[config.mk]
export PLATFORM = sky130hd
export DESIGN_NAME = muldiv_sequencer
export DESIGN_NICKNAME = d
export VERILOG_FILES = /design/src/rtl/muldiv_sequencer.sv
export SDC_FILE = /design/constraint.sdc
export NUM_CORES = 1
export LEC_CHECK = 0
export ABC_CLOCK_PERIOD_IN_PS = 3710
export CAP_MARGIN = 30
export CORE_MARGIN = 4
export CORE_UTILIZATION = 50
export DETAILED_ROUTE_END_ITERATION = 8
export HOLD_SLACK_MARGIN = 0.12
export PLACE_DENSITY = 0.74
export SYNTH_ARGS = -nofsm -noshare
export SYNTH_HDL_FRONTEND = slang
export SYNTH_SLANG_ARGS = --single-unit
[constraint.sdc]
create_clock -name clk -period 3.71 [get_ports clk]
set_input_delay 0.742 -clock clk [delete_from_list [all_inputs] [get_ports clk]]
set_output_delay 0.742 -clock clk [all_outputs]
set_load 0.005 [all_outputs]
[src/rtl/muldiv_sequencer.sv]
// Iterative RV32M multiply/divide unit: shift-add multiply and restoring divide,
// one iteration per cycle, with sign fix-up and early exit for divide special cases.
module muldiv_sequencer #(
  parameter int WIDTH = 32,
  parameter int CNT_W = 6
) (
  input  logic             clk,
  input  logic             rst_n,
  input  logic             start,
  input  logic [2:0]       op,
  input  logic [WIDTH-1:0] operand_a,
  input  logic [WIDTH-1:0] operand_b,
  input  logic             flush,
  output logic             ready,
  output logic             busy,
  output logic             done,
  output logic [WIDTH-1:0] result,
  output logic [1:0]       dbg_state
);

  // Handshake: an operation is accepted on a rising edge where start=1,
  // ready=1 and flush=0; done is a single-cycle pulse with result valid in it.

  typedef enum logic [1:0] {IDLE, CALC, FIX, DONE} state_t;

  localparam logic [WIDTH-1:0] MIN_NEG = {1'b1, {(WIDTH-1){1'b0}}};

  state_t             state;
  logic [CNT_W-1:0]   cnt;
  logic [2:0]         op_r;
  logic               sa, sb;
  logic [WIDTH-1:0]   addend;
  logic [2*WIDTH-1:0] prod;
  logic [WIDTH:0]     rem;
  logic [WIDTH-1:0]   quo;
  logic               done_q;

  logic               signed_a, signed_b, neg_a, neg_b, div_zero, div_ovf;
  logic [WIDTH-1:0]   mag_a, mag_b;
  logic [WIDTH:0]     add_hi, shifted, diff;
  logic [2*WIDTH-1:0] prod_next, prod_s;
  logic [WIDTH-1:0]   quo_s, rem_s, fix_val;

  always_comb begin
    signed_a = (op == 3'b001) || (op == 3'b010) || (op == 3'b100) || (op == 3'b110);
    signed_b = (op == 3'b001) || (op == 3'b100) || (op == 3'b110);
    neg_a    = signed_a & operand_a[WIDTH-1];
    neg_b    = signed_b & operand_b[WIDTH-1];
    mag_a    = neg_a ? -operand_a : operand_a;
    mag_b    = neg_b ? -operand_b : operand_b;
    div_zero = op[2] && (operand_b == '0);
    div_ovf  = op[2] && !op[0] && (operand_a == MIN_NEG) && (operand_b == '1);
  end

  // Multiply step: add multiplicand into the high half when the multiplier LSB
  // is set, then shift the whole product right with the carry entering at the top.
  always_comb begin
    add_hi    = {1'b0, prod[2*WIDTH-1:WIDTH]} + (prod[0] ? {1'b0, addend} : '0);
    prod_next = {add_hi, prod[WIDTH-1:1]};
    shifted   = {rem[WIDTH-1:0], quo[WIDTH-1]};
    diff      = shifted - {1'b0, addend};
  end

  always_comb begin
    prod_s  = (sa ^ sb) ? -prod : prod;
    quo_s   = (sa ^ sb) ? -quo : quo;
    rem_s   = sa ? -rem[WIDTH-1:0] : rem[WIDTH-1:0];
    fix_val = '0;
    if (op_r[2])
      fix_val = op_r[1] ? rem_s : quo_s;
    else if (op_r == 3'b000)
      fix_val = prod_s[WIDTH-1:0];
    else
      fix_val = prod_s[2*WIDTH-1:WIDTH];
  end

  always_ff @(posedge clk) begin
    if (!rst_n) begin
      state  <= IDLE;
      cnt    <= '0;
      op_r   <= '0;
      sa     <= 1'b0;
      sb     <= 1'b0;
      addend <= '0;
      prod   <= '0;
      rem    <= '0;
      quo    <= '0;
      result <= '0;
      done_q <= 1'b0;
    end else begin
      done_q <= 1'b0;
      if (flush) begin
        state <= IDLE;
      end else begin
        case (state)
          IDLE: if (start) begin
            op_r   <= op;
            sa     <= neg_a;
            sb     <= neg_b;
            cnt    <= '0;
            addend <= op[2] ? mag_b : mag_a;
            prod   <= {{WIDTH{1'b0}}, mag_b};
            rem    <= '0;
            quo    <= mag_a;
            if (div_zero) begin
              result <= op[1] ? operand_a : '1;
              done_q <= 1'b1;
              state  <= DONE;
            end else if (div_ovf) begin
              result <= op[1] ? '0 : operand_a;
              done_q <= 1'b1;
              state  <= DONE;
            end else begin
              state <= CALC;
            end
          end
          CALC: begin
            cnt <= cnt + 1'b1;
            if (op_r[2]) begin
              rem <= diff[WIDTH] ? shifted : diff;
              quo <= {quo[WIDTH-2:0], ~diff[WIDTH]};
            end else begin
              prod <= prod_next;
            end
            if (cnt == CNT_W'(WIDTH-1))
              state <= FIX;
          end
          FIX: begin
            result <= fix_val;
            done_q <= 1'b1;
            state  <= DONE;
          end
          DONE: state <= IDLE;
          default: state <= IDLE;
        endcase
      end
    end
  end

  // A flush arriving in the DONE cycle itself also suppresses the pulse.
  assign done      = done_q & ~flush;
  assign ready     = (state == IDLE);
  assign busy      = ~ready;
  assign dbg_state = state;

endmodule
; Yosys cells after proc, flatten, opt, wreduce, memory -nomap -nowiden
; Index checks and enable logic that the tools add are counted.
[word_totals]
n_memories = 0
latch_bits = 0
mem_bits_ro = 0
mem_bits_rw = 0
reg_bits = 206
output_inout_bits = 37
in_bits = 71
[classes]
div_mod_pow = 0
n_mux = 37
n_reduce_logical = 22
mul = 0
add_sub_neg = 8
eq_ne = 15
shifts = 0
order_cmp = 0
n_bitwise = 8
[ops]
columns = operator, count
row1 = 2-to-1 mux 32 bit, 19
row2 = 2-to-1 mux 64 bit, 3
row3 = case mux 32 bit (2 select lines), 3
row4 = negation 32 bit, 4
row5 = case mux 64 bit (2 select lines), 1
row6 = "== test 32 bit, second input constant", 2
row7 = negation 64 bit, 1
row8 = adder 32 x 32 -> 33 bit, 1
row9 = subtractor 33 x 32 -> 33 bit, 1
row10 = zero test 32 bit, 1
row11 = case mux 6 bit (2 select lines), 1
row12 = AND reduction 4 bit, 3
row13 = 2-to-1 mux 2 bit, 4
row14 = "!= test 2 bit, second input constant", 4
row15 = case mux 2 bit (4 select lines), 1
row16 = "adder 6 x 1 -> 6 bit, second input constant", 1
row17 = "== test 3 bit, second input constant", 2
row18 = "== test 6 x 5 -> 1 bit, second input constant", 1
row19 = 2-to-1 mux 6 bit, 1
row20 = AND reduction 3 bit, 2
row21 = logical OR 1 bit, 5
row22 = "== test 2 bit, second input constant", 2
row23 = logical AND 1 bit, 4
row24 = NOT 1 bit, 4
row25 = other kinds (14), 19

; Longest topological paths before layout
[logic_depth]
ltp_word = 8
ltp_mapped = 14

; Worst setup path after synthesis
; Ideal clock, no wire load.
[synth_path]
path_type = reg2reg
start = reg prod[0]
end = reg prod[57]
required_ns = 3.593
setup_time_ns = 0.117
n_path_buf = 2
stages_incl_launch_ff = 14
setup_slack_ns = 0.366
synth_period_minus_slack_ns = 3.344
arrival_ns = 3.227
cell_sequence = dfxtp_1 -> clkbuf_1 -> inv_1 -> clkbuf_1 -> nor2_1 -> ha_1 -> a41oi_1 -> o21ai_0 -> a21oi_1 -> o21ai_1 -> a2111oi_0 -> nor3_1 -> or3_1 -> a32o_1
[synth_between]
elab_chain_len = 4
[synth_lines]
columns = item, line
row1 = "start, declared", 33  ; logic [2*WIDTH-1:0] prod;
row2 = "start signal, assigned", 102  ; prod <= {{WIDTH{1'b0}}, mag_b};
row3 = "start signal, assigned", 123  ; prod <= prod_next;
row4 = 2-to-1 mux 32 bit, 58  ; add_hi = {1'b0, prod[2*WIDTH-1:WIDTH]} + (prod[0] ? {1'b0, addend} : '0);
row5 = adder 32 x 32 -> 33 bit, 58
row6 = 2-to-1 mux 64 bit, 119  ; if (op_r[2]) begin
row7 = case mux 64 bit (2 select lines), 95  ; case (state)
; Every way passes these cells. The select of a mux whose other input is x is not followed.
; A chain may end at the register's enable or synchronous reset.

; Final worst setup path
[layout_path]
start = reg addend[14]
end = reg rem[29]
[layout_between]
elab_chain_len = 4
[layout_lines]
columns = item, line
row1 = "start, declared", 32  ; logic [WIDTH-1:0] addend;
row2 = "start signal, assigned", 101  ; addend <= op[2] ? mag_b : mag_a;
row3 = subtractor 33 x 32 -> 33 bit, 61  ; diff = shifted - {1'b0, addend};
row4 = 2-to-1 mux 32 bit, 120  ; rem <= diff[WIDTH] ? shifted : diff;
row5 = 2-to-1 mux 32 bit, 119
row6 = case mux 32 bit (2 select lines), 95
row7 = "end signal, assigned", 120
row8 = "end, declared", 34  ; logic [WIDTH:0] rem;
; Every way passes these cells. The select of a mux whose other input is x is not followed.

==> results.json <==
{
  "run_status": "finished, final reports clean",
  "clk_pin_slew_worst_paths_ps": 60,
  "initial_core_util_pct": 50.5,
  "cts-hold-fix-buffers": 0,
  "layout-drive-gt1-share_pct": 10.8,
  "nNetsFinal": 2880,
  "route.detailed.drc": 0,
  "wirelength_um": 83700,
  "synthDominantCellAreaShare_pct": 22.3,
  "clock_sinks": 206,
  "io_pins": 108,
  "syn_area_mm2": 0.0185,
  "synth-seq-cells": 206,
  "place_hpwl_um": 64800,
  "drt-pass1-iter-count": 6,
  "yosysTopAreaCell": "dfxtp_1",
  "layout_common_cells": "nand2_1, a21oi_1, dfxtp_1",
  "gp_congestion": 1.06,
  "dr.first_iter.drc_count": 2611,
  "worst-path-max-fanout": 8,
  "synth_cell_types": 88,
  "critPathKind": "reg2reg",
  "gr-usage-all-layers_pct": 39.7,
  "path_buf_inv": 2,
  "synth_top_flop_cell": "dfxtp_1",
  "critPathSlowestCell": "dfxtp_1",
  "maxCapViolations": 0,
  "power_density_mw_per_mm2": 343,
  "worst_ep_arrival_time_ps": 4100,
  "grt_pass1_vias": 20200,
  "fin_crit_ps": 3600,
  "die_h_um": 200,
  "holdCritPathClass": "reg2reg",
  "max_stage_delay_ps": 520,
  "slew_headroom_pct": 26.8,
  "syn_inst": 2590,
  "async_reset_ff_share_pct": 0,
  "gr-total-overflow": 0,
  "avgViaCountPerCell": 6.68,
  "ant_nets": 0,
  "cts_setup_buffers": 0,
  "final_common_cell": "nand2_1",
  "wl_per_cell_um": 26.0,
  "finalHoldViolCount": 0,
  "cts_resized": 0,
  "num_rows": 70,
  "rsz0062_at_grt": "no",
  "syn_nets": 2737,
  "cts-root-buf": "clkbuf_16",
  "clock_latency_ps": 580,
  "dieArea_mm2": 0.0401,
  "clock_skew_ps": 19.5,
  "syn_to_final_growth_pct": 19.2,
  "p_leak_nw": 8.62,
  "cts-htree-levels": 1,
  "antenna_found_initial": 1,
  "grt_start_max_net_pins": 82,
  "clk_path_buf_depth": 3,
  "min_period_over_period_pct": 97.1,
  "crit_path_end_kind": "register",
  "worst_pin_slew_ps": 1090,
  "cts_tree": "done",
  "avgSynthCellArea_um2": 7.13,
  "synth_enable_flop_cells": 0,
  "synthTopCellsByArea": "dfxtp_1, nand2_1, a21oi_1",
  "slew_violations": 0,
  "cp_top_family": "compound AO/OA/AOI/OAI gates",
  "numCtsBuffers": 26,
  "max_clock_freq_mhz": 278,
  "yosysWarnings": 0,
  "total_power_mw": 7.55,
  "final.setup.tns_ps": 0,
  "grt_pass1_wl_um": 126000,
  "whs_ps": 458,
  "portBuffers": 107,
  "diodes": 0,
  "setup_viol": 0,
  "chipWidth_um": 200,
  "path_cells": "inv_1 > ha_1 > nand4_1 > a2111oi_0 > buf_4 > o311ai_0 > nand3b_1 > a31oi_1 > o211a_1 > a211oi_1 > a221o_1",
  "num_vias": 21500,
  "core_area_mm2": 0.0365,
  "cp_data_required_time_ps": 4210,
  "yosysSeqAreaShare_pct": 22.3,
  "start_kind": "register",
  "peakVddDrop_v": 0.000334
}
-- cell type report --
class | count | area (um^2)
sequential | 206 | 4120
clock inverter | 11 | 161
fill | 3407 | 14500
timing repair buffer | 304 | 2720
inverter | 86 | 324
clock buffer | 36 | 779
multi-input combinational | 2109 | 13300
tap | 468 | 586
-- kinds of logic (layout without fill, tap and decap cells) --
group                      after synthesis  in the layout  synth area share [%]
muxes                                   34             34                  1.86
AOI/OAI and AO/OA                      825            825                  29.1
xor gates and xnor gates               208            208                  9.87
adders and majority gates              101            101                  6.59
and+or+nand+nor                        941            941                  24.3
buffers and inverters                  275            437                  5.89
DFF                                    206            206                  22.3
-- synth_stat cells, drive strengths merged (18+ instances only) --
cell    number
ha          74
a21oi      235
a211oi      22
o21ai      182
o41ai       23
nand3       42
nand2      378
nand4       32
a31oi       43
nand2b      42
or3         23
inv         86
nor2       203
mux2i       32
nor2b       18
a21o        31
clkbuf     149
o31ai       38
xor2        86
buf         40
xnor2      122
dfxtp      206
nor4        40
o211ai      80
or4         24
maj3        25
nor3        75
-- power breakdown --
group          internal [mW]  total [mW]  leakage, nW  switching [mW]
Combinational          0.834        2.29         6.49            1.45
Sequential              2.29        2.42         1.67           0.133
Clock                   1.74        2.84        0.466            1.10
-- flip-flops by register name (all words and copies together), names as in the netlist, 2 cells and up --
signal	flops
quo	32
cnt	6
addend	32
result	32
prod	64
op_r	3
rem	32
dbg_state	2
-- per-stage QoR --
stage / utilization (%) / cells / cell area, um^2 / setup slack (ps)
final: 60.2 / 3220 / 22000 / 109
after global routing: 60.2 / 3220 / 22000 / 39.5
after CTS: 60.2 / 3220 / 22000 / 237
after detailed placement: 57.7 / 3173 / 21100 / -89.7
after global placement: 57.7 / 3173 / 21100 / 0.146
after floorplan: - / 2590 / 18500 / 366
-- routing by layer --
layer  share of wire (%)  GRT usage [%]
met3                  11           8.81
met4                 6.5           21.2
met1                  40           52.4
met5               0.013              0
met2                  43           60.9
-- tightest hold or removal path, cell delays in order, from the launching register on --
cell     delay (ps)
dfxtp_1         310
nand2_1          50
a21oi_1          50
-- final timing paths --
| kind | start | end | slack [ps] | cells after the start |
|---|---|---|---|---|
| setup / recovery | addend[14]$_SDFFE_PN0P_ | rem[29]$_SDFFE_PN0P_ | 110 | 11 |
| hold / removal | addend[2]$_SDFFE_PN0P_ | addend[2]$_SDFFE_PN0P_ | 460 | 2 |
| setup reg to reg | addend[14]$_SDFFE_PN0P_ | rem[29]$_SDFFE_PN0P_ | 110 | 11 |
| hold reg to reg | addend[2]$_SDFFE_PN0P_ | addend[2]$_SDFFE_PN0P_ | 460 | 2 |
Note: power is estimated with default switching activity, not from simulation.
